### src/rtl/sp_transmitter_if.sv
// Parallel-request / serial-line bundle between a frame source and the SPI-style transmitter.
// The master side requests frames; the slave side is the transmitter that drives the wire.
interface sp_transmitter_if #(
  parameter int DATA_W = 10
);
  logic              start;
  logic [DATA_W-1:0] data_in;
  logic              sclk;
  logic              mosi;
  logic              cs_n;
  logic              busy;
  logic              done;

  modport master (
    output start, data_in,
    input  sclk, mosi, cs_n, busy, done
  );

  modport slave (
    input  start, data_in,
    output sclk, mosi, cs_n, busy, done
  );
endinterface

### src/rtl/sp_transmitter.sv
// SPI-style (CPOL=0, CPHA=0) frame transmitter: MSB first, programmable SCLK half-period,
// chip-select framing with one half-period of setup and hold around the clock burst.
module sp_transmitter #(
  parameter int DATA_W  = 10,
  parameter int CLK_DIV = 4
) (
  input  logic             clk,
  input  logic             rst,
  sp_transmitter_if.slave  bus
);
  localparam int BIT_W = $clog2(DATA_W);
  localparam int DIV_W = (CLK_DIV > 1) ? $clog2(CLK_DIV) : 1;

  typedef enum logic [2:0] {IDLE, LEAD, HIGH, LOW, TRAIL} state_t;

  state_t            state_reg;
  logic [DATA_W-1:0] shift_reg;
  logic [BIT_W-1:0]  bit_cnt_reg;
  logic [DIV_W-1:0]  div_cnt_reg;
  logic              sclk_reg;
  logic              cs_n_reg;
  logic              busy_reg;
  logic              done_reg;
  logic              div_last;

  assign div_last = (div_cnt_reg == DIV_W'(CLK_DIV - 1));

  // mosi is the MSB of the shift register, so it is registered and changes only when
  // the register is loaded, shifted on the SCLK fall, or cleared at frame end.
  assign bus.mosi = shift_reg[DATA_W-1];
  assign bus.sclk = sclk_reg;
  assign bus.cs_n = cs_n_reg;
  assign bus.busy = busy_reg;
  assign bus.done = done_reg;

  always_ff @(posedge clk) begin
    if (rst) begin
      state_reg   <= IDLE;
      shift_reg   <= '0;
      bit_cnt_reg <= '0;
      div_cnt_reg <= '0;
      sclk_reg    <= 1'b0;
      cs_n_reg    <= 1'b1;
      busy_reg    <= 1'b0;
      done_reg    <= 1'b0;
    end else begin
      done_reg <= 1'b0;
      case (state_reg)
        IDLE: begin
          sclk_reg <= 1'b0;
          cs_n_reg <= 1'b1;
          if (bus.start) begin
            shift_reg   <= bus.data_in;
            bit_cnt_reg <= '0;
            div_cnt_reg <= '0;
            cs_n_reg    <= 1'b0;
            busy_reg    <= 1'b1;
            state_reg   <= LEAD;
          end
        end
        LEAD: begin
          if (div_last) begin
            div_cnt_reg <= '0;
            sclk_reg    <= 1'b1;
            state_reg   <= HIGH;
          end else begin
            div_cnt_reg <= div_cnt_reg + DIV_W'(1);
          end
        end
        HIGH: begin
          if (div_last) begin
            div_cnt_reg <= '0;
            sclk_reg    <= 1'b0;
            if (bit_cnt_reg == BIT_W'(DATA_W - 1)) begin
              state_reg <= TRAIL;
            end else begin
              shift_reg   <= {shift_reg[DATA_W-2:0], 1'b0};
              bit_cnt_reg <= bit_cnt_reg + BIT_W'(1);
              state_reg   <= LOW;
            end
          end else begin
            div_cnt_reg <= div_cnt_reg + DIV_W'(1);
          end
        end
        LOW: begin
          if (div_last) begin
            div_cnt_reg <= '0;
            sclk_reg    <= 1'b1;
            state_reg   <= HIGH;
          end else begin
            div_cnt_reg <= div_cnt_reg + DIV_W'(1);
          end
        end
        TRAIL: begin
          if (div_last) begin
            div_cnt_reg <= '0;
            shift_reg   <= '0;
            cs_n_reg    <= 1'b1;
            busy_reg    <= 1'b0;
            done_reg    <= 1'b1;
            state_reg   <= IDLE;
          end else begin
            div_cnt_reg <= div_cnt_reg + DIV_W'(1);
          end
        end
        default: state_reg <= IDLE;
      endcase
    end
  end
endmodule

### src/flat_wrapper.sv
// flat-port wrapper written by rule: the top's interface ports become plain ports
module sp_transmitter_flat 
#(
  parameter int DATA_W  = 10,
  parameter int CLK_DIV = 4
)
  (clk, rst, bus_start, bus_data_in, bus_sclk, bus_mosi, bus_cs_n, bus_busy, bus_done);
  sp_transmitter_if #(.DATA_W(DATA_W)) bus_i ();
  input  logic clk;
  input  logic rst;
  input wire logic [$bits(bus_i.start)-1:0] bus_start;
  input wire logic [$bits(bus_i.data_in)-1:0] bus_data_in;
  output wire logic [$bits(bus_i.sclk)-1:0] bus_sclk;
  output wire logic [$bits(bus_i.mosi)-1:0] bus_mosi;
  output wire logic [$bits(bus_i.cs_n)-1:0] bus_cs_n;
  output wire logic [$bits(bus_i.busy)-1:0] bus_busy;
  output wire logic [$bits(bus_i.done)-1:0] bus_done;
  assign bus_i.start = bus_start;
  assign bus_i.data_in = bus_data_in;
  assign bus_sclk = bus_i.sclk;
  assign bus_mosi = bus_i.mosi;
  assign bus_cs_n = bus_i.cs_n;
  assign bus_busy = bus_i.busy;
  assign bus_done = bus_i.done;
  sp_transmitter #(.DATA_W(DATA_W), .CLK_DIV(CLK_DIV)) u_core (.clk(clk), .rst(rst), .bus(bus_i));
endmodule
### config.mk
export PLATFORM = sky130hd
export DESIGN_NAME = sp_transmitter_flat
export DESIGN_NICKNAME = d
export VERILOG_FILES = /design/src/rtl/sp_transmitter_if.sv /design/src/rtl/sp_transmitter.sv /design/src/flat_wrapper.sv
export SDC_FILE = /design/constraint.sdc
export NUM_CORES = 1
export LEC_CHECK = 0
export ABC_AREA = 1
export ABC_CLOCK_PERIOD_IN_PS = 1910
export BUFFER_PORTS_ARGS = -buffer_cell sky130_fd_sc_hd__buf_2
export CAP_MARGIN = 25
export CORE_MARGIN = 1.5
export CORE_UTILIZATION = 55
export CTS_CLUSTER_SIZE = 30
export DETAILED_ROUTE_END_ITERATION = 16
export GPL_TIMING_DRIVEN = 1
export PLACE_DENSITY = 0.77
export RECOVER_POWER = 50
export SLEW_MARGIN = 20
export SYNTH_ARGS = -nofsm -noshare
export SYNTH_HDL_FRONTEND = slang
export SYNTH_SLANG_ARGS = --single-unit
### constraint.sdc
create_clock -name clk -period 1.91 [get_ports clk]
set_input_delay 0.382 -clock clk [delete_from_list [all_inputs] [get_ports clk]]
set_output_delay 0.382 -clock clk [all_outputs]
set_load 0.05 [all_outputs]
# --- After elaboration in Yosys (flattened, before gate mapping) ---
# Index checks and enable logic that the tools add are counted.
word_totals:
  input_bits: 13
  elab_cells: 64
  out_inout_bits: 5
  reg_bits: 23
classes:
  reduce_logical: 16
  eq_ne: 11
  addsub: 2
  mux: 26
  bitwise_logic: 1
op_table:
  columns: ["op", "count"]
  rows:
  - ["$mux 10", 4]
  - ["$pmux 10 s3", 1]
  - ["$mux 3", 5]
  - ["$mux 4", 3]
  - ["$pmux 3 s4", 1]
  - ["$pmux 4 s2", 1]
  - ["$reduce_and 4->1", 2]
  - ["$eq 3x2->1 const B", 2]
  - ["$ne 2x1->1 const B", 3]
  - ["$reduce_and 3->1", 2]
  - ["$reduce_bool 2->1", 3]
  - ["$reduce_bool 3->1", 2]
  - ["$mux 1", 5]
  - ["$reduce_and 5->1", 1]
  - ["$add 4x1->4 const B", 1]
  - ["$eq 4x4->1 const B", 1]
  - ["$mux 2", 2]
  - ["$ne 2x2->1 const B", 2]
  - ["$pmux 1 s2", 2]
  - ["$pmux 2 s2", 1]
  - ["$reduce_and 2->1", 2]
  - ["$reduce_or 2->1", 2]
  - ["$reduce_or 4->1", 1]
  - ["$eq 3x1->1 const B", 1]
  - ["6 further kinds", 6]

# --- Depth between registers and ports, before layout ---
# Gate-level depths: netlist of the first run.
depth:
  word_depth: 4
  ltp_mapped: 11
  mapped_depth_nobuf: 9

# --- Worst setup path after synthesis of the first run ---
# OpenSTA, ideal clock, no wires.
synth_timing:
  path_kind: "reg2reg"
  from: "reg u_core.div_cnt_reg[0]"
  to: "reg u_core.shift_reg[2]"
  setup_ns: 0.113
  synth_period_minus_slack_ns: 1.370
  required_ns: 1.797
  setup_slack_ns: 0.540
  n_path_buf: 2
  t_arrival_ns: 1.257
  path_stages_with_launch: 11
  cell_sequence: "dfxtp_1 > ha_1 > clkbuf_2 > inv_1 > nand3_1 > nand2_1 > inv_2 > nand2_4 > buf_6 > nor2_1 > nor2_1"
synth_between:
  elab_chain_cells: 3
  elab_cells_between_ends: 4
  cone_classes: "eq/ne: 3; reduce/logical: 1"
synth_rtl:
  columns: ["element", "line_no", "source"]
  rows:
  - ["from (decl)", "sp_transmitter.sv:19", "logic [DIV_W-1:0] div_cnt_reg;"]
  - ["from (signal assigned)", "sp_transmitter.sv:67", "div_cnt_reg <= div_cnt_reg + DIV_W'(1);"]
  - ["from (signal assigned)", "sp_transmitter.sv:82", "div_cnt_reg <= div_cnt_reg + DIV_W'(1);"]
  - ["from (signal assigned)", "sp_transmitter.sv:91", "div_cnt_reg <= div_cnt_reg + DIV_W'(1);"]
  - ["$eq 2x2->1 *", "sp_transmitter.sv:26", "assign div_last = (div_cnt_reg == DIV_W'(CLK_DIV - 1));"]
  - ["net u_core.div_last", "sp_transmitter.sv:24", "logic div_last;"]
  - ["$ne 2x1->1 (no line)", null, null]
  - ["$reduce_and 5->1 (no line) *", null, null]
  - ["to (signal assigned)", "sp_transmitter.sv:53", "shift_reg <= bus.data_in;"]
  - ["to (signal assigned)", "sp_transmitter.sv:77", "shift_reg <= {shift_reg[DATA_W-2:0], 1'b0};"]
  - ["to (decl)", "sp_transmitter.sv:17", "logic [DATA_W-1:0] shift_reg;"]
# The timed path passes the listed nets; every way through them passes the cells marked *.
# A chain may end at the register's enable or synchronous reset.

# --- Worst setup path in the final report of the first run ---
layout_timing:
  from: "reg u_core.cs_n_reg, in the netlist u_core.bus.cs_n"
  to: "out bus_cs_n"
layout_lines:
  columns: ["element", "line_no", "source"]
  rows:
  - ["from (decl)", "sp_transmitter.sv:21", "logic cs_n_reg;"]
  - ["from (signal assigned)", "sp_transmitter.sv:43", "cs_n_reg <= 1'b1;"]
  - ["from (signal assigned)", "sp_transmitter.sv:51", "cs_n_reg <= 1'b1;"]
  - ["from (signal assigned)", "sp_transmitter.sv:56", "cs_n_reg <= 1'b0;"]
  - ["to (decl)", "flat_wrapper.sv:15", "output wire logic [$bits(bus_i.cs_n)-1:0] bus_cs_n;"]
# No word-level cell between the ends.

==> results.cfg, run 1 <==
[status]
status = complete, no violations

[critical_path]
worst_setup_path_end_kind = output pin
crit_path_max_fanout = 2
critPathLaunchType = flip-flop
critPathSlowestCell = sky130_fd_sc_hd__clkbuf_1
reg2reg_slack_ns = 0.41
reg2reg_depth = 8
worstPathArrival_ns = 1.12
critPathRequiredTime_ns = 1.53
crit-reg2reg-launch = u_core.state_reg[1]
critical_path_cell_count = 1
worst-setup-path-type = flip-flop to output pin
crit_family = buffers and inverters
crit_end = bus_cs_n
timing.critical_path.from = u_core.bus.cs_n
critical-path-max-stage-delay_ns = 0.47
worstPathCellList = clkbuf_1
crit-reg2reg-capture = u_core.shift_reg[5]
critical_path.n_buffers_inverters = 1

[timing]
final-hold-violation-count = 0
finalSetupViolCount = 0
rsz0062_at_grt = false
layout_setup_ws_ns = 0.4047
max_slew.worst_pin.slew_ns = 0.5926
final.period_utilization = 0.7881
hold_ws_ns = 0.3586
final-max-slew-violation-count = 0
timing.slew.headroom = 0.6067
worst_clock_skew_ns = 0.006008
achievable-frequency_mhz = 664.3
post-route-min-period_ns = 1.505
fin_setup_tns_ns = 0

[detailed_routing]
route.antenna.remaining_nets = 0
drt-vias-per-instance = 5.218
drt-wirelength-per-cell_um = 10.70
drtIter0Drc = 19
post-route-drc-count = 0
vias = 1195
drt-pass1-iter-count = 4
finalWirelength_um = 2451

[yosys]
postSynthNetCount = 203
ys_types = 22
average_footprint_of_a_synthesized_cell_um2 = 6.550
yosys_register_bits = 23
count_of_flip_flops_with_a_built_in_enable_after_synthesis = 0
synth.yosys.warnings = 0
netlist_instances = 187
ys.flop_type = sky130_fd_sc_hd__dfxtp_1
synthArstFlopShare = 0
post_synthesis_cell_area_um2 = 1225
ys_seq_area_frac = 0.3759

[die]
fp.dieW_um = 50.19
rows = 16
die-area_um2 = 2519
num_io_pins = 18
core_area_um2 = 2022
chipHeight_um = 50.19
initial_core_util = 0.6058

[clocking]
clk_latency_ns = 0.31
post_cts.resized_instances = 0
ctsHtreeMaxLevel = 1
cts.root.buffer_cell = sky130_fd_sc_hd__clkbuf_4
hold_buffers = 0
clock_tree.buffer_depth = 2
cts-buffers-inserted = 3
cts_tree = done
cts.reportedPaths.clkPinSlew_ns = 0.12
post-cts-setup-buffers = 0
numClockSinks = 23

[pwr]
fin_total_pwr_mw = 1.791
vdd_drop_max_v = 0.001007
power.static_leakage_nw = 0.6314
powerDensity_nw_per_um2 = 1349

[placement]
globalplace.congestion = 0.8061
port_buffers = 17
post_dp_hpwl_um = 1787
dp.cells = 225
place_ws_ns = 0.4275
placedInstanceArea_um2 = 1311

[job]
maxCapViolations = 0

[layout]
largest_register_ffs = 10
filler_cell_count = 190
nets = 219
postLayoutCellArea_um2 = 1328
syn2layout_area_growth_pct = 8.376
multi_input_area_um2 = 640.6
finalCoreUtilization = 0.6566
insertedDiodeCount = 0
drive_above_1_share = 0.1287
non_filler_cells_in_the_finished_layout = 229
area.sequential_um2 = 460.4

[global_route]
groute.usage.overall = 0.2103
largest_net_degree_at_the_start_of_global_routing = 19
globalRouteOverflowTotal = 0
antenna_found_initial = 0
grt_pass1_vias = 1023
grt_pass1_wl_um = 4133

[hold_path]
worst_hold_path_type = input pin to flip-flop
==> power breakdown <==
part / switching (mW) / total [mW] / leakage (nW) / internal, mW
Sequential: 0.0819 / 0.689 / 0.189 / 0.607
Clock: 0.142 / 0.220 / 0.0177 / 0.0782
Combinational: 0.608 / 0.881 / 0.425 / 0.273
==> cells in the mapped netlist, types with 2 or more instances <==
master,instances,area (µm²)
sky130_fd_sc_hd__nand3_2,2,20.02
sky130_fd_sc_hd__inv_2,2,7.510
sky130_fd_sc_hd__inv_1,19,71.32
sky130_fd_sc_hd__nand4_1,2,12.51
sky130_fd_sc_hd__nor2_1,31,116.4
sky130_fd_sc_hd__dfxtp_1,23,460.4
sky130_fd_sc_hd__nand2_2,2,12.51
sky130_fd_sc_hd__o21ai_0,13,65.06
sky130_fd_sc_hd__ha_1,3,37.54
sky130_fd_sc_hd__buf_2,4,20.02
sky130_fd_sc_hd__nand2_1,44,165.2
sky130_fd_sc_hd__a21oi_1,8,40.04
sky130_fd_sc_hd__nand3_1,25,125.1
==> cells in the final DEF, fill, tap and decap left out <==
| cell | instances |
|---|---|
| sky130_fd_sc_hd__nand2_1 | 44 |
| sky130_fd_sc_hd__nor2_1 | 31 |
| sky130_fd_sc_hd__nand3_1 | 26 |
| sky130_fd_sc_hd__dfxtp_1 | 23 |
| sky130_fd_sc_hd__inv_1 | 19 |
| sky130_fd_sc_hd__o21ai_0 | 13 |
| sky130_fd_sc_hd__buf_2 | 12 |
| sky130_fd_sc_hd__a21oi_1 | 8 |
| sky130_fd_sc_hd__clkbuf_1 | 5 |
| sky130_fd_sc_hd__ha_1 | 3 |
| sky130_fd_sc_hd__clkbuf_4 | 3 |
| sky130_fd_sc_hd__nand2_2 | 2 |
| sky130_fd_sc_hd__inv_2 | 2 |
| sky130_fd_sc_hd__nand4_1 | 2 |
| sky130_fd_sc_hd__nor2_4 | 1 |
| sky130_fd_sc_hd__nand3_2 | 1 |
| sky130_fd_sc_hd__nand2_4 | 1 |
| sky130_fd_sc_hd__o211ai_1 | 1 |
| sky130_fd_sc_hd__or2_2 | 1 |
| sky130_fd_sc_hd__nor2_2 | 1 |
| sky130_fd_sc_hd__xnor2_1 | 1 |
| sky130_fd_sc_hd__clkinv_2 | 1 |
| sky130_fd_sc_hd__buf_4 | 1 |
==> area by class of cell <==
class | instances | area share
well taps | 27 | 0.02545
inverters | 21 | 0.05938
flip-flops and latches | 23 | 0.3468
repair buffers | 18 | 0.06503
clock inverters | 1 | 0.003770
clock buffers | 3 | 0.01697
multi-input cells | 136 | 0.4826
==> metal layers <==
layer	wire length [µm]	GRT usage	part of all wire
met1	1132	0.2684	0.46
met2	1161	0.3640	0.47
met3	142	0.05357	0.058
met4	15	0.02778	0.0061
met5	0	0	0
==> worst min path at each step <==
stage | from | end | slack [ns] | cells past startpoint
2_1_floorplan | u_core.div_cnt_reg[1] | u_core.div_cnt_reg[1] | 0.45 | 2
3_3_place_gp | u_core.bus.sclk | u_core.bus.sclk | 0.45 | 2
3_5_place_dp | u_core.bus.sclk | u_core.bus.sclk | 0.46 | 2
4_1_cts | rst | u_core.bit_cnt_reg[3] | 0.35 | 2
5_1_grt | rst | u_core.bit_cnt_reg[3] | 0.35 | 2
6_report | rst | u_core.bit_cnt_reg[2] | 0.36 | 2
==> cells by family after synthesis <==
| group | count (synthesis) | share of synthesized area |
|---|---|---|
| flip-flops | 23 | 0.3759 |
| adder cells (fa/ha/maj) | 3 | 0.03065 |
| XOR/XNOR | 1 | 0.007151 |
| buffers and inverters | 28 | 0.09703 |
| AO/OA/AOI/OAI | 22 | 0.09193 |
| AND/OR/NAND/NOR | 110 | 0.3973 |
Note: power is estimated with default switching activity, not from simulation.
==> inputs of run 2 (changes only) <==
--- a/config.mk
+++ b/config.mk
@@ -5,8 +5,8 @@
 export SDC_FILE = /design/constraint.sdc
 export NUM_CORES = 1
 export LEC_CHECK = 0
-export ABC_AREA = 1
-export ABC_CLOCK_PERIOD_IN_PS = 1910
+export ABC_AREA = 0
+export ABC_CLOCK_PERIOD_IN_PS = 1500
 export BUFFER_PORTS_ARGS = -buffer_cell sky130_fd_sc_hd__buf_2
 export CAP_MARGIN = 25
 export CORE_MARGIN = 1.5
==> constraint.sdc (replaced) <==
create_clock -name clk -period 1.5 [get_ports clk]
set_input_delay 0.3 -clock clk [delete_from_list [all_inputs] [get_ports clk]]
set_output_delay 0.3 -clock clk [all_outputs]
set_load 0.05 [all_outputs]
==> run 2 against run 1 <==
Against the previous run: hold slack lost 0.0076 ns; clock-buffer cell count grew 1; first-iteration DRC count grew 37%; sequential share of layout area shrank 2.8 points; critical path depth grew 4; clock power grew 29%; clock skew shrank 0.00085 ns; critical path type is now flip-flop to flip-flop; largest cell class unchanged; highest routed layer unchanged.
==> results.cfg, run 2 <==
[yosys]
ys.flop_type = sky130_fd_sc_hd__dfxtp_1
synth_area_leader_cell = sky130_fd_sc_hd__dfxtp_1
synth.most_common_cell = sky130_fd_sc_hd__dfxtp_1
yosys_register_bits = 23
synth_top_cells_by_area = sky130_fd_sc_hd__dfxtp_1, sky130_fd_sc_hd__a22o_1, sky130_fd_sc_hd__a211oi_1
count_of_flip_flops_with_a_built_in_enable_after_synthesis = 0
synth.yosys.warnings = 0
yosys.area.top_type_share = 0.3874
ys_seq_area_frac = 0.3874
postSynthNetCount = 150
netlist_top_cells_count = sky130_fd_sc_hd__dfxtp_1, sky130_fd_sc_hd__nor2_1
synthArstFlopShare = 0
netlist_instances = 134
post_synthesis_cell_area_um2 = 1189
ys_types = 39
average_footprint_of_a_synthesized_cell_um2 = 8.870

[timing]
fin_setup_tns_ns = 0
worst_clock_skew_ns = 0.005156
timing.slew.headroom = 0.7009
rsz0062_at_grt = true
final-hold-violation-count = 0
final-max-slew-violation-count = 0
post-route-min-period_ns = 1.489
max_slew.worst_pin.slew_ns = 0.4486
hold_ws_ns = 0.3510
final.period_utilization = 0.9925
achievable-frequency_mhz = 671.7
finalSetupViolCount = 0
layout_setup_ws_ns = 0.01123

[global_route]
grt_pass1_wl_um = 4429
globalRouteOverflowTotal = 0
grt_pass1_vias = 1017
largest_net_degree_at_the_start_of_global_routing = 24
antenna_found_initial = 0
groute.usage.overall = 0.2333

[layout]
multi_input_area_um2 = 715.7
drive_above_1_share = 0.3540
syn2layout_area_growth_pct = 23.58
final_cell_mix = sky130_fd_sc_hd__dfxtp_1, sky130_fd_sc_hd__buf_2, sky130_fd_sc_hd__buf_4
filler_cell_count = 165
nets = 178
insertedDiodeCount = 0
largest_register_ffs = 10
non_filler_cells_in_the_finished_layout = 188
most_common_library_cell_in_the_layout_ignoring_fill_and_taps = sky130_fd_sc_hd__dfxtp_1
finalCoreUtilization = 0.7338
area.sequential_um2 = 467.9
postLayoutCellArea_um2 = 1469

[pwr]
vdd_drop_max_v = 0.0006383
powerDensity_nw_per_um2 = 894.7
fin_total_pwr_mw = 1.314
power.static_leakage_nw = 0.5818

[detailed_routing]
post-route-drc-count = 0
finalWirelength_um = 2584
drt-vias-per-instance = 5.824
drt-wirelength-per-cell_um = 13.74
route.antenna.remaining_nets = 0
vias = 1095
drtIter0Drc = 26
drt-pass1-iter-count = 4

[critical_path]
worstPathArrival_ns = 1.72
crit_family = compound AO/OA/AOI/OAI gates
critPathSlowestCell = sky130_fd_sc_hd__dfxtp_4
reg2reg_slack_ns = 0.01
reg2reg_depth = 5
critical-path-max-stage-delay_ns = 0.37
crit_path_max_fanout = 18
critPathRequiredTime_ns = 1.73
worstPathCellList = ha_4 > and4bb_2 > a32o_2 > buf_12 > a211oi_1
critPathLaunchType = flip-flop
critical_path.n_buffers_inverters = 1
critical_path_cell_count = 5
worst-setup-path-type = flip-flop to flip-flop
worst_setup_path_end_kind = flip-flop

[placement]
placedInstanceArea_um2 = 1383
post_dp_hpwl_um = 1850
port_buffers = 17
globalplace.congestion = 0.7402
dp.cells = 183
place_ws_ns = -0.001982

[hold_path]
timing.hold.worst_path_depth = 4
worst_hold_path_type = input pin to flip-flop

[die]
chipHeight_um = 49.49
initial_core_util = 0.5938
rows = 16
die-area_um2 = 2449
fp.dieW_um = 49.49
core_area_um2 = 2002
num_io_pins = 18

[clocking]
numClockSinks = 23
cts.root.buffer_cell = sky130_fd_sc_hd__clkbuf_4
clock_tree.buffer_depth = 2
cts_tree = done
cts.reportedPaths.clkPinSlew_ns = 0.12
ctsHtreeMaxLevel = 1
cts-buffers-inserted = 3
hold_buffers = 0
clk_latency_ns = 0.31

[job]
maxCapViolations = 0

[status]
status = complete, no violations
## run 2: cell count changes in the layout (fill, tap and decap cells not counted), moves of 6 or more
cell,change
sky130_fd_sc_hd__a211oi_1,+6
sky130_fd_sc_hd__inv_1,-18
sky130_fd_sc_hd__o21ai_0,-9
sky130_fd_sc_hd__nor2_1,-21
sky130_fd_sc_hd__a22oi_1,+9
sky130_fd_sc_hd__nand3_1,-25
sky130_fd_sc_hd__a22o_1,+9
sky130_fd_sc_hd__nand2_1,-37
sky130_fd_sc_hd__buf_4,+14
## run 2: tightest hold or removal path, delay by kind of cell
family                 cells  cell delay [ns]
AO/OA/AOI/OAI              1             0.10
multiplexers               1             0.06
AND/OR/NAND/NOR            1             0.09
buffers and inverters      1             0.08
## run 2: cells by family after synthesis
group                    synth area share
XOR/XNOR                          0.02211
flip-flops                         0.3874
buffers and inverters             0.06315
AO/OA/AOI/OAI                      0.2916
AND/OR/NAND/NOR                    0.1958
adder cells (fa/ha/maj)           0.03158
multiplexers                     0.008421
## run 2: worst paths after layout
| path | endpoint | startpoint |
|---|---|---|
| worst max-delay path | u_core.shift_reg[9] | u_core.div_cnt_reg[1] |
| worst min-delay path | u_core.shift_reg[0] | bus_data_in[0] |
| worst max register to register | u_core.shift_reg[9] | u_core.div_cnt_reg[1] |
| worst min register to register | u_core.shift_reg[6] | u_core.shift_reg[6] |
## run 2: routing by layer
metal / part of all wire / track usage / up-vias
li1: - / - / 555
met1: 0.48 / 0.2920 / 523
met2: 0.48 / 0.4009 / 13
met3: 0.022 / 0.03636 / 4
met4: 0.015 / 0.09259 / 0
met5: 0 / 0 / -
## run 2: final cells by class
cell class | count | area share
Clock buffer | 4 | 0.01789
Inverter | 1 | 0.002555
Multi-Input combinational cell | 99 | 0.4872
Sequential cell | 23 | 0.3186
Tap cell | 27 | 0.02300
Timing Repair Buffer | 34 | 0.1508
## run 2: where the power goes
group	switching, mW	total [mW]	internal [mW]
clock	0.180	0.284	0.104
sequential	0.0355	0.692	0.657
combinational	0.181	0.337	0.156
total	0.397	1.31	0.917
## run 2: repair_timing
action                                  CTS  global route
endpoints found under the setup margin    9            14
pin swaps                                 0             1
buffers inserted                          0             1
resized for setup                         4            13
